[src/rtl/mem_stage_if.sv]
// Signal bundle of the memory stage: execute handshake, data-memory bus and
// writeback result. The stage itself connects through the master modport;
// the surrounding pipeline/memory environment uses the slave modport.
interface mem_stage_if;
    // execute -> memory stage
    logic        ex_valid_i;
    logic        ex_ready_o;
    logic [31:0] ex_alu_i;
    logic [31:0] ex_store_data_i;
    logic [4:0]  ex_rd_i;
    logic [2:0]  ex_funct3_i;
    logic        ex_load_i;
    logic        ex_store_i;
    logic        ex_wb_en_i;
    // memory stage <-> data memory
    logic        dmem_req_o;
    logic        dmem_we_o;
    logic [31:0] dmem_addr_o;
    logic [3:0]  dmem_be_o;
    logic [31:0] dmem_wdata_o;
    logic        dmem_gnt_i;
    logic        dmem_rvalid_i;
    logic [31:0] dmem_rdata_i;
    // memory stage -> writeback
    logic        wb_valid_o;
    logic        wb_we_o;
    logic [4:0]  wb_rd_o;
    logic [31:0] wb_data_o;
    logic        misaligned_o;
    logic        bus_err_o;

    modport master (
        input  ex_valid_i, ex_alu_i, ex_store_data_i, ex_rd_i, ex_funct3_i,
               ex_load_i, ex_store_i, ex_wb_en_i,
               dmem_gnt_i, dmem_rvalid_i, dmem_rdata_i,
        output ex_ready_o,
               dmem_req_o, dmem_we_o, dmem_addr_o, dmem_be_o, dmem_wdata_o,
               wb_valid_o, wb_we_o, wb_rd_o, wb_data_o, misaligned_o, bus_err_o
    );

    modport slave (
        output ex_valid_i, ex_alu_i, ex_store_data_i, ex_rd_i, ex_funct3_i,
               ex_load_i, ex_store_i, ex_wb_en_i,
               dmem_gnt_i, dmem_rvalid_i, dmem_rdata_i,
        input  ex_ready_o,
               dmem_req_o, dmem_we_o, dmem_addr_o, dmem_be_o, dmem_wdata_o,
               wb_valid_o, wb_we_o, wb_rd_o, wb_data_o, misaligned_o, bus_err_o
    );
endinterface

[src/rtl/mem_stage.sv]
// RV32I memory-access stage: passes ALU results through, runs one
// request/grant/response data-memory transaction per load/store, aligns and
// extends load data, flags misaligned/illegal accesses and bounds every
// transaction with a timeout. The writeback bundle is registered.
module mem_stage #(
    parameter int unsigned WAIT_MAX = 16
) (
    input  logic        clk_i,
    input  logic        rst_i,
    mem_stage_if.master bus
);
    localparam int unsigned      CNT_W   = $clog2(WAIT_MAX + 1);
    localparam logic [CNT_W-1:0] CNT_MAX = CNT_W'(WAIT_MAX);
    localparam logic [CNT_W-1:0] CNT_ONE = CNT_W'(1);

    typedef enum logic [1:0] {
        S_IDLE = 2'd0,
        S_REQ  = 2'd1,
        S_WAIT = 2'd2
    } state_e;

    // Width code / alignment legality; stores only have 000/001/010.
    function automatic logic f_legal(input logic ld, input logic st,
                                     input logic [2:0] f3, input logic [1:0] off);
        logic ok;
        case (f3)
            3'b000, 3'b100: ok = 1'b1;
            3'b001, 3'b101: ok = (off[0] == 1'b0);
            3'b010:         ok = (off == 2'b00);
            default:        ok = 1'b0;
        endcase
        return ok & ~(ld & st) & ~(st & f3[2]);
    endfunction

    // Byte enables: loads always read the whole word.
    function automatic logic [3:0] f_be(input logic ld, input logic [2:0] f3,
                                        input logic [1:0] off);
        logic [3:0] be;
        if (ld) begin
            be = 4'b1111;
        end else begin
            case (f3[1:0])
                2'b00:   be = 4'b0001 << off;
                2'b01:   be = 4'b0011 << {off[1], 1'b0};
                default: be = 4'b1111;
            endcase
        end
        return be;
    endfunction

    // Store data replicated across all lanes so the byte enables pick the lane.
    function automatic logic [31:0] f_wdata(input logic [2:0] f3, input logic [31:0] d);
        logic [31:0] w;
        case (f3[1:0])
            2'b00:   w = {4{d[7:0]}};
            2'b01:   w = {2{d[15:0]}};
            default: w = d;
        endcase
        return w;
    endfunction

    // Select the addressed byte/half from the read word and extend it.
    function automatic logic [31:0] f_load(input logic [2:0] f3, input logic [1:0] off,
                                           input logic [31:0] rdata);
        logic [31:0] sh;
        logic [31:0] r;
        sh = rdata >> {off, 3'b000};
        case (f3)
            3'b000:  r = {{24{sh[7]}}, sh[7:0]};
            3'b001:  r = {{16{sh[15]}}, sh[15:0]};
            3'b100:  r = {24'd0, sh[7:0]};
            3'b101:  r = {16'd0, sh[15:0]};
            default: r = sh;
        endcase
        return r;
    endfunction

    state_e           state_r, state_nxt_s;
    logic [CNT_W-1:0] cnt_r;
    logic             is_mem_s, legal_s;
    logic             accept_s, mem_go_s, fault_s, done_s, timeout_s;

    logic             load_r;
    logic [2:0]       funct3_r;
    logic [1:0]       off_r;
    logic [4:0]       rd_r;
    logic             dmem_we_r;
    logic [31:0]      dmem_addr_r;
    logic [3:0]       dmem_be_r;
    logic [31:0]      dmem_wdata_r;
    logic             wb_valid_r, wb_we_r, misaligned_r, bus_err_r;
    logic [4:0]       wb_rd_r;
    logic [31:0]      wb_data_r;

    assign is_mem_s = bus.ex_load_i | bus.ex_store_i;
    assign legal_s  = f_legal(bus.ex_load_i, bus.ex_store_i, bus.ex_funct3_i, bus.ex_alu_i[1:0]);

    // Next-state and event decode for the IDLE/REQ/WAIT transaction FSM.
    always_comb begin
        state_nxt_s = state_r;
        accept_s    = 1'b0;
        mem_go_s    = 1'b0;
        fault_s     = 1'b0;
        done_s      = 1'b0;
        timeout_s   = 1'b0;
        case (state_r)
            S_IDLE: begin
                if (bus.ex_valid_i) begin
                    accept_s = 1'b1;
                    if (!is_mem_s) begin
                        state_nxt_s = S_IDLE;
                    end else if (legal_s) begin
                        mem_go_s    = 1'b1;
                        state_nxt_s = S_REQ;
                    end else begin
                        fault_s     = 1'b1;
                        state_nxt_s = S_IDLE;
                    end
                end else begin
                    state_nxt_s = S_IDLE;
                end
            end
            S_REQ: begin
                if (cnt_r == CNT_MAX) begin
                    timeout_s   = 1'b1;
                    state_nxt_s = S_IDLE;
                end else if (bus.dmem_gnt_i) begin
                    state_nxt_s = S_WAIT;
                end else begin
                    state_nxt_s = S_REQ;
                end
            end
            S_WAIT: begin
                // A response in the timeout cycle still completes normally.
                if (bus.dmem_rvalid_i) begin
                    done_s      = 1'b1;
                    state_nxt_s = S_IDLE;
                end else if (cnt_r == CNT_MAX) begin
                    timeout_s   = 1'b1;
                    state_nxt_s = S_IDLE;
                end else begin
                    state_nxt_s = S_WAIT;
                end
            end
            default: state_nxt_s = S_IDLE;
        endcase
    end

    // FSM state register.
    always_ff @(posedge clk_i or posedge rst_i) begin
        if (rst_i) begin
            state_r <= S_IDLE;
        end else begin
            state_r <= state_nxt_s;
        end
    end

    // Transaction timeout counter: cleared on entering REQ, counts in REQ/WAIT.
    always_ff @(posedge clk_i or posedge rst_i) begin
        if (rst_i) begin
            cnt_r <= '0;
        end else if (mem_go_s || done_s || timeout_s) begin
            cnt_r <= '0;
        end else if (state_r != S_IDLE) begin
            cnt_r <= cnt_r + CNT_ONE;
        end else begin
            cnt_r <= cnt_r;
        end
    end

    // Latch the accepted memory op and produce the one-cycle writeback bundle.
    always_ff @(posedge clk_i or posedge rst_i) begin
        if (rst_i) begin
            load_r       <= 1'b0;
            funct3_r     <= 3'd0;
            off_r        <= 2'd0;
            rd_r         <= 5'd0;
            dmem_we_r    <= 1'b0;
            dmem_addr_r  <= 32'd0;
            dmem_be_r    <= 4'd0;
            dmem_wdata_r <= 32'd0;
            wb_valid_r   <= 1'b0;
            wb_we_r      <= 1'b0;
            wb_rd_r      <= 5'd0;
            wb_data_r    <= 32'd0;
            misaligned_r <= 1'b0;
            bus_err_r    <= 1'b0;
        end else begin
            wb_valid_r   <= 1'b0;
            wb_we_r      <= 1'b0;
            misaligned_r <= 1'b0;
            bus_err_r    <= 1'b0;
            if (accept_s && !is_mem_s) begin
                wb_valid_r <= 1'b1;
                wb_we_r    <= bus.ex_wb_en_i & (bus.ex_rd_i != 5'd0);
                wb_rd_r    <= bus.ex_rd_i;
                wb_data_r  <= bus.ex_alu_i;
            end else if (fault_s) begin
                wb_valid_r   <= 1'b1;
                misaligned_r <= 1'b1;
                wb_rd_r      <= bus.ex_rd_i;
                wb_data_r    <= bus.ex_alu_i;
            end else if (mem_go_s) begin
                load_r       <= bus.ex_load_i;
                funct3_r     <= bus.ex_funct3_i;
                off_r        <= bus.ex_alu_i[1:0];
                rd_r         <= bus.ex_rd_i;
                dmem_we_r    <= bus.ex_store_i;
                dmem_addr_r  <= {bus.ex_alu_i[31:2], 2'b00};
                dmem_be_r    <= f_be(bus.ex_load_i, bus.ex_funct3_i, bus.ex_alu_i[1:0]);
                dmem_wdata_r <= f_wdata(bus.ex_funct3_i, bus.ex_store_data_i);
            end else if (done_s) begin
                wb_valid_r <= 1'b1;
                wb_we_r    <= load_r & (rd_r != 5'd0);
                wb_rd_r    <= rd_r;
                wb_data_r  <= load_r ? f_load(funct3_r, off_r, bus.dmem_rdata_i) : 32'd0;
            end else if (timeout_s) begin
                wb_valid_r <= 1'b1;
                bus_err_r  <= 1'b1;
                wb_rd_r    <= rd_r;
                wb_data_r  <= 32'd0;
            end else begin
                wb_rd_r    <= wb_rd_r;
                wb_data_r  <= wb_data_r;
            end
        end
    end

    assign bus.ex_ready_o   = (state_r == S_IDLE);
    assign bus.dmem_req_o   = (state_r == S_REQ);
    assign bus.dmem_we_o    = dmem_we_r;
    assign bus.dmem_addr_o  = dmem_addr_r;
    assign bus.dmem_be_o    = dmem_be_r;
    assign bus.dmem_wdata_o = dmem_wdata_r;
    assign bus.wb_valid_o   = wb_valid_r;
    assign bus.wb_we_o      = wb_we_r;
    assign bus.wb_rd_o      = wb_rd_r;
    assign bus.wb_data_o    = wb_data_r;
    assign bus.misaligned_o = misaligned_r;
    assign bus.bus_err_o    = bus_err_r;
endmodule

[src/flat_wrapper.sv]
// flat-port wrapper written by rule: the top's interface ports become plain ports
module mem_stage_flat 
#(
    parameter int unsigned WAIT_MAX = 16
)
  (clk_i, rst_i, bus_ex_valid_i, bus_ex_alu_i, bus_ex_store_data_i, bus_ex_rd_i, bus_ex_funct3_i, bus_ex_load_i, bus_ex_store_i, bus_ex_wb_en_i, bus_dmem_gnt_i, bus_dmem_rvalid_i, bus_dmem_rdata_i, bus_ex_ready_o, bus_dmem_req_o, bus_dmem_we_o, bus_dmem_addr_o, bus_dmem_be_o, bus_dmem_wdata_o, bus_wb_valid_o, bus_wb_we_o, bus_wb_rd_o, bus_wb_data_o, bus_misaligned_o, bus_bus_err_o);
  mem_stage_if bus_i ();
  input  logic clk_i;
  input  logic rst_i;
  input wire logic [$bits(bus_i.ex_valid_i)-1:0] bus_ex_valid_i;
  input wire logic [$bits(bus_i.ex_alu_i)-1:0] bus_ex_alu_i;
  input wire logic [$bits(bus_i.ex_store_data_i)-1:0] bus_ex_store_data_i;
  input wire logic [$bits(bus_i.ex_rd_i)-1:0] bus_ex_rd_i;
  input wire logic [$bits(bus_i.ex_funct3_i)-1:0] bus_ex_funct3_i;
  input wire logic [$bits(bus_i.ex_load_i)-1:0] bus_ex_load_i;
  input wire logic [$bits(bus_i.ex_store_i)-1:0] bus_ex_store_i;
  input wire logic [$bits(bus_i.ex_wb_en_i)-1:0] bus_ex_wb_en_i;
  input wire logic [$bits(bus_i.dmem_gnt_i)-1:0] bus_dmem_gnt_i;
  input wire logic [$bits(bus_i.dmem_rvalid_i)-1:0] bus_dmem_rvalid_i;
  input wire logic [$bits(bus_i.dmem_rdata_i)-1:0] bus_dmem_rdata_i;
  output wire logic [$bits(bus_i.ex_ready_o)-1:0] bus_ex_ready_o;
  output wire logic [$bits(bus_i.dmem_req_o)-1:0] bus_dmem_req_o;
  output wire logic [$bits(bus_i.dmem_we_o)-1:0] bus_dmem_we_o;
  output wire logic [$bits(bus_i.dmem_addr_o)-1:0] bus_dmem_addr_o;
  output wire logic [$bits(bus_i.dmem_be_o)-1:0] bus_dmem_be_o;
  output wire logic [$bits(bus_i.dmem_wdata_o)-1:0] bus_dmem_wdata_o;
  output wire logic [$bits(bus_i.wb_valid_o)-1:0] bus_wb_valid_o;
  output wire logic [$bits(bus_i.wb_we_o)-1:0] bus_wb_we_o;
  output wire logic [$bits(bus_i.wb_rd_o)-1:0] bus_wb_rd_o;
  output wire logic [$bits(bus_i.wb_data_o)-1:0] bus_wb_data_o;
  output wire logic [$bits(bus_i.misaligned_o)-1:0] bus_misaligned_o;
  output wire logic [$bits(bus_i.bus_err_o)-1:0] bus_bus_err_o;
  assign bus_i.ex_valid_i = bus_ex_valid_i;
  assign bus_i.ex_alu_i = bus_ex_alu_i;
  assign bus_i.ex_store_data_i = bus_ex_store_data_i;
  assign bus_i.ex_rd_i = bus_ex_rd_i;
  assign bus_i.ex_funct3_i = bus_ex_funct3_i;
  assign bus_i.ex_load_i = bus_ex_load_i;
  assign bus_i.ex_store_i = bus_ex_store_i;
  assign bus_i.ex_wb_en_i = bus_ex_wb_en_i;
  assign bus_i.dmem_gnt_i = bus_dmem_gnt_i;
  assign bus_i.dmem_rvalid_i = bus_dmem_rvalid_i;
  assign bus_i.dmem_rdata_i = bus_dmem_rdata_i;
  assign bus_ex_ready_o = bus_i.ex_ready_o;
  assign bus_dmem_req_o = bus_i.dmem_req_o;
  assign bus_dmem_we_o = bus_i.dmem_we_o;
  assign bus_dmem_addr_o = bus_i.dmem_addr_o;
  assign bus_dmem_be_o = bus_i.dmem_be_o;
  assign bus_dmem_wdata_o = bus_i.dmem_wdata_o;
  assign bus_wb_valid_o = bus_i.wb_valid_o;
  assign bus_wb_we_o = bus_i.wb_we_o;
  assign bus_wb_rd_o = bus_i.wb_rd_o;
  assign bus_wb_data_o = bus_i.wb_data_o;
  assign bus_misaligned_o = bus_i.misaligned_o;
  assign bus_bus_err_o = bus_i.bus_err_o;
  mem_stage #(.WAIT_MAX(WAIT_MAX)) u_core (.clk_i(clk_i), .rst_i(rst_i), .bus(bus_i));
endmodule
[config.mk]
export PLATFORM = sky130hd
export DESIGN_NAME = mem_stage_flat
export DESIGN_NICKNAME = d
export VERILOG_FILES = /design/src/rtl/mem_stage_if.sv /design/src/rtl/mem_stage.sv /design/src/flat_wrapper.sv
export SDC_FILE = /design/constraint.sdc
export NUM_CORES = 1
export LEC_CHECK = 0
export BUFFER_PORTS_ARGS = -buffer_cell sky130_fd_sc_hd__buf_4
export CAP_MARGIN = 20
export CORE_UTILIZATION = 54
export DETAILED_ROUTE_END_ITERATION = 10
export GPL_TIMING_DRIVEN = 0
export PLACE_DENSITY = 0.95
export SLEW_MARGIN = 10
export SYNTH_ARGS = -nofsm -noshare
export SYNTH_HDL_FRONTEND = slang
export SYNTH_SLANG_ARGS = --single-unit
[constraint.sdc]
create_clock -name clk_i -period 10.65 [get_ports clk_i]
set_input_delay 0 -clock clk_i [delete_from_list [all_inputs] [get_ports clk_i]]
set_output_delay 0 -clock clk_i [all_outputs]
set_load 0.01 [all_outputs]
After elaboration in Yosys (flattened, before gate mapping)
Cells that the tools add are included.

storage, ports and cells
  bits in registers = 126
  output and inout bits = 112
  word-level logic and storage cells = 118

cells by class
  add/sub/neg operators = 1
  equal/unequal tests = 12
  shifts and indexed selects = 3
  mux-type cells = 56
  bitwise logic cells = 12
  reductions and logical operators = 18

operators with widths
  cell                   number
  $mux W32               6
  $pmux W32 S4           1
  $pmux W32 S2           1
  $mux W5                7
  $shr A32 B5 Y32        1
  $mux W1                30
  $eq A3 B3 Y1 const B   4
  $mux W2                6
  $reduce_bool A5 Y1     2
  $pmux W4 S2            1
  $and A1 B1 Y1          6
  $eq A3 B1 Y1 const B   2
  $logic_not A2 Y1       3
  $logic_not A3 Y1       2
  $pmux W2 S3            1
  $add A5 B1 Y5 const B  1
  $eq A5 B5 Y1 const B   1
  $not A1 Y1             5
  $eq A2 B1 Y1 const B   2
  $mux W4                1
  $reduce_bool A2 Y1     2
  $reduce_bool A4 Y1     1
  $reduce_or A2 Y1       2
  $shl A1 B2 Y4 const A  1
  other kinds (12)       13

Longest topological paths before layout
  depth in word-level cells = 12
  gate-level depth with buffers = 9

Worst setup path after synthesis
Ideal clock, no wire load.

  path kind = register -> register
  from = register u_core.state_r[0]
  to = register u_core.wb_data_r[15] (netlist: u_core.bus.wb_data_o[15])
  setup time = 82 ps
  arrival = 1808 ps
  required time = 10568 ps
  setup slack = 8760 ps
  cell stages (with the launch flop) = 9
  buffers on the path = 2
  cell sequence = dfrtp_1 -> inv_1 -> ha_1 -> nand2_1 -> a41oi_2 -> buf_4 -> buf_4 -> nand2_1 -> a31oi_1

between the ends
  elaborated cells between the ends (all ways) = 16

RTL lines
  item                                                                        line                RTL
  start: declaration                                                          mem_stage.sv:78     state_e state_r, state_nxt_s;
  start signal: assignment                                                    mem_stage.sv:154    state_r <= state_nxt_s;
  $logic_not A2 Y1 *                                                          --
  net bus_ex_ready_o                                                          flat_wrapper.sv:21  output wire logic [$bits(bus_i.ex_ready_o)-1:0] bus_ex_ready_o;
  $mux W1                                                                     mem_stage.sv:106    case (state_r)
  $logic_and A1 B1 Y1                                                         mem_stage.sv:193    if (accept_s && !is_mem_s) begin
  $ne A3 B3 Y1 (no source line) / $reduce_bool A4 Y1 (equally long branches)  --
  $reduce_and A2 Y1 (no source line)                                          --
  end signal: assignment                                                      mem_stage.sv:197    wb_data_r <= bus.ex_alu_i;
  end signal: assignment                                                      mem_stage.sv:202    wb_data_r <= bus.ex_alu_i;
  end signal: assignment                                                      mem_stage.sv:216    wb_data_r <= load_r ? f_load(funct3_r, off_r, bus.dmem_rdata_i) : 32'd0;
  end: declaration                                                            mem_stage.sv:93     logic [31:0] wb_data_r;

The timed path passes the listed nets; every way through them passes the cells marked *. The select of a mux whose other input is x is not followed.
A chain may end at the register's enable or synchronous reset.

Final worst setup path
  from = register u_core.state_r[0]
  to = register u_core.wb_rd_r[0] (netlist: u_core.bus.wb_rd_o[0])

between the ends
  longest elaborated chain between the ends = 6
  elaborated cells between the ends (all ways) = 16

RTL lines
  item                    line              RTL
  $eq A2 B2 Y1            mem_stage.sv:106
  $mux W1                 mem_stage.sv:106
  $mux W5                 mem_stage.sv:212  end else if (done_s) begin
  $mux W5                 mem_stage.sv:203  end else if (mem_go_s) begin
  $mux W5                 mem_stage.sv:198  end else if (fault_s) begin
  $mux W5                 mem_stage.sv:193
  end signal: assignment  mem_stage.sv:196  wb_rd_r <= bus.ex_rd_i;
  end signal: assignment  mem_stage.sv:201  wb_rd_r <= bus.ex_rd_i;
  end signal: assignment  mem_stage.sv:215  wb_rd_r <= rd_r;
  end: declaration        mem_stage.sv:92   logic [4:0] wb_rd_r;

Parallel ways exist; a longest one is shown, timed or not. The select of a mux whose other input is x is not followed.

==> impl_metrics.py <==
metrics = {
    "status": {
        "outcome": "finished, final reports clean",
    },
    "critical_path": {
        "cp-end-kind": "flop",
        "crit_chain": "inv_1 > ha_1 > nand2_1 > and2_1 > a21boi_1 > buf_2 > buf_2 > nor2_1 > a21oi_1",
        "cp_top_family": "buffers and inverters",
        "path_class": "reg2reg",
        "critPathMaxStageDelay_ns": 0.40,
        "start_kind": "flop",
        "worst-path-buf-inv": 3,
        "cp_common_cell": "buf_2",
        "crit_slowest_cell": "dfrtp_1",
        "cp_max_fo": 10,
        "crit_required_ns": 10.98,
        "arrival_ns": 2.79,
    },
    "clock_network": {
        "clk-insertion-delay-late_ns": 0.42,
        "postCtsSetupBuffers": 0,
        "htree_levels": 4,
        "numCtsBuffers": 17,
        "clkTransAtPathRegs_ns": 0.05,
        "cts.sinks": 126,
        "clockBufferDepth": 2,
        "cts_tree": "built",
        "root_buffer": "clkbuf_16",
    },
    "power": {
        "total_power_mw": 2.32,
        "peakVddDrop_mv": 0.174,
        "power.density_nw_per_um2": 246,
        "leakagePower_nw": 4.48,
    },
    "synth": {
        "async_reset_ff_frac": 1.00,
        "synth_top_flop_cell": "dfrtp_1",
        "ys_types": 44,
        "syn_inst": 581,
        "yosysSeqAreaShare": 0.508,
        "synth_edf_count": 0,
        "avgSynthCellArea_um2": 10.7,
        "syn_area_um2": 6210,
        "yosys_warnings": 0,
        "synth-seq-cells": 126,
    },
    "floorplan": {
        "dieArea_um2": 11900,
        "core_area_um2": 11000,
        "die_h_um": 109,
        "pin_count": 224,
        "fp-row-count": 38,
        "start_util": 0.563,
        "die_w_um": 109,
    },
    "sta": {
        "timing.fmax_mhz": 407,
        "rsz0062_at_grt": "no",
        "slew_headroom": 0.326,
        "hold_viol": 0,
        "setup_violations": 0,
        "fin_crit_sh": 0.231,
        "worst_pin_slew_ns": 1.01,
        "fin_setup_tns_ns": 0,
        "finClkSkew_ns": 0.00625,
        "report.final.slew_viol_count": 0,
        "period_needed_ns": 2.46,
    },
    "hold_path": {
        "worstHoldPathType": "in2reg",
    },
    "cells_and_area": {
        "layout-drive-gt1-share": 0.373,
        "final_nets": 1019,
        "areaGrowthSynthToFinish_pct": 52.4,
    },
    "routing": {
        "vias": 6578,
        "viasPerCell": 6.25,
        "drt_wl_total_um": 24700,
        "final_antenna_net_count": 0,
        "post_drt_wl_per_cell_um": 23.5,
        "drt_iter0_drc": 672,
        "drt-pass1-iter-count": 8,
        "drc_errors": 0,
    },
    "global_route": {
        "overflow": 0,
        "grt_pass1_wl_um": 37400,
        "antenna_found_initial": 0,
        "track_usage": 0.429,
        "first_global_vias": 6898,
        "grt_max_degree": 68,
    },
    "job": {
        "max_cap_violations": 0,
    },
    "placed_design": {
        "hpwl_um": 14800,
        "gp_congestion": 0.893,
        "numPortBuffers": 220,
    },
}
synth_stat cells, types with 3 or more instances:
library cell / n / area share
a211oi_1: 7 / 0.0085
mux2i_1: 46 / 0.074
o21ai_0: 53 / 0.043
buf_2: 20 / 0.016
a32oi_1: 16 / 0.023
nand3_1: 3 / 0.0024
mux2_2: 50 / 0.091
inv_1: 14 / 0.0085
buf_4: 7 / 0.0085
a21oi_1: 61 / 0.049
buf_6: 4 / 0.0073
o211ai_1: 4 / 0.0048
nor2_1: 55 / 0.033
clkbuf_1: 13 / 0.0079
a22oi_1: 15 / 0.018
nor2b_1: 13 / 0.013
ha_1: 6 / 0.012
nand2_1: 33 / 0.020
xor2_1: 3 / 0.0042
dfrtp_1: 126 / 0.51
state kept, by name, indices dropped and copies added (netlist names), 2 cells and up:
name and flops:
u_core.state_r 2, u_core.bus.wb_rd_o 5, u_core.bus.dmem_wdata_o 32, u_core.bus.dmem_addr_o 30, u_core.funct3_r 3, u_core.bus.dmem_be_o 4
u_core.rd_r 5, u_core.off_r 2, u_core.cnt_r 5, u_core.bus.wb_data_o 32
cells by family (layout without fill, tap and decap cells):
kind of cell | count (synthesis) | count (layout) | share of synthesized area
AOI/OAI and AO/OA | 168 | 168 | 0.168
adders and majority gates | 6 | 6 | 0.0121
buffers and inverters | 60 | 390 | 0.0494
and+or+nand+nor | 119 | 119 | 0.0877
DFF | 126 | 126 | 0.508
other | 1 | 3 | 0.000604
muxes | 97 | 97 | 0.169
xor gates and xnor gates | 4 | 4 | 0.00565
where the power goes:
group | internal [mW] | switching (mW) | leakage, nW
clock | 0.393 | 0.211 | 0.294
combinational | 0.439 | 0.488 | 2.65
sequential | 0.660 | 0.132 | 1.53
total | 1.49 | 0.831 | 4.48
timing repair:
action / CTS / global route
hold endpoints to repair: 180 / 0
resized for setup: 0 / 0
hold buffers: 79 / 0
cell type report:
type                            count  area [um^2]
Sequential cell                   126         3150
Multi-Input combinational cell    396         2750
Timing Repair Buffer              300         2470
Fill cell                         517         1570
Clock buffer                       22          454
Buffer                             46          254
Tap cell                          140          175
Clock inverter                      8          140
Inverter                           14         57.6
Antenna cell                        1         2.50
stage by stage:
| stage | hold slack, ns | instances | worst slack, ns | util | instance area (um^2) |
|---|---|---|---|---|---|
| final | 0.108 | 1053 | 8.19 | 0.857 | 9460 |
| after floorplan | 0.150 | 582 | 7.29 | - | 6210 |
| after CTS | 0.0775 | 1052 | 8.29 | 0.857 | 9450 |
| after global placement | 0.246 | 942 | 6.05 | 0.729 | 8040 |
| after detailed placement | 0.130 | 943 | 8.32 | 0.732 | 8070 |
| after global routing | 0.137 | 1052 | 8.06 | 0.857 | 9450 |
worst paths after layout:
check	start	to	slack [ns]	cells past startpoint
max	u_core.state_r[0]	u_core.bus.wb_rd_o[0]	8.19	9
min	bus_ex_funct3_i[0]	u_core.bus.misaligned_o	0.11	3
max reg2reg	u_core.state_r[0]	u_core.bus.wb_rd_o[0]	8.19	9
min reg2reg	u_core.bus.dmem_wdata_o[28]	u_core.bus.dmem_wdata_o[28]	0.49	2
max in group asynchronous	rst_i	u_core.bus.dmem_addr_o[30]	9.66	4
min in group asynchronous	rst_i	u_core.bus.dmem_addr_o[19]	0.25	3
worst reg2reg max path: cells and delay by family, from the launching register on:
kind / cells / cell delay (ns)
compound gates: 2 / 0.46
fa+ha+maj: 1 / 0.35
buf+inv: 3 / 0.71
flops: 1 / 0.40
simple gates: 3 / 0.45
placed cells by master, fill, tap and decap left out, types with 3 or more instances in the layout:
master	synthesis	layout
buf_4	7	227
buf_2	20	20
o211ai_1	4	4
xor2_1	3	3
o21ai_0	53	53
inv_1	14	13
nand3_1	3	3
dlygate4sd3_1	0	79
mux2i_1	46	46
ha_1	6	6
nand2_1	33	33
dfrtp_1	126	126
clkbuf_16	0	17
a22oi_1	15	15
bufinv_16	0	4
a21oi_1	61	61
clkbuf_1	13	17
nor2b_1	13	13
a211oi_1	7	7
nor2_1	55	55
buf_6	4	4
mux2_2	50	50
a32oi_1	16	16
clkinv_2	0	4
routing by layer:
| metal | GRT usage | vias to the layer above | routed length (um) |
|---|---|---|---|
| li1 | - | 2711 | - |
| met1 | 0.495 | 3205 | 8720 |
| met2 | 0.715 | 526 | 12300 |
| met3 | 0.115 | 136 | 2300 |
| met4 | 0.255 | 0 | 1390 |
| met5 | 0 | - | 0 |
Power figures use the tool's default switching activity.
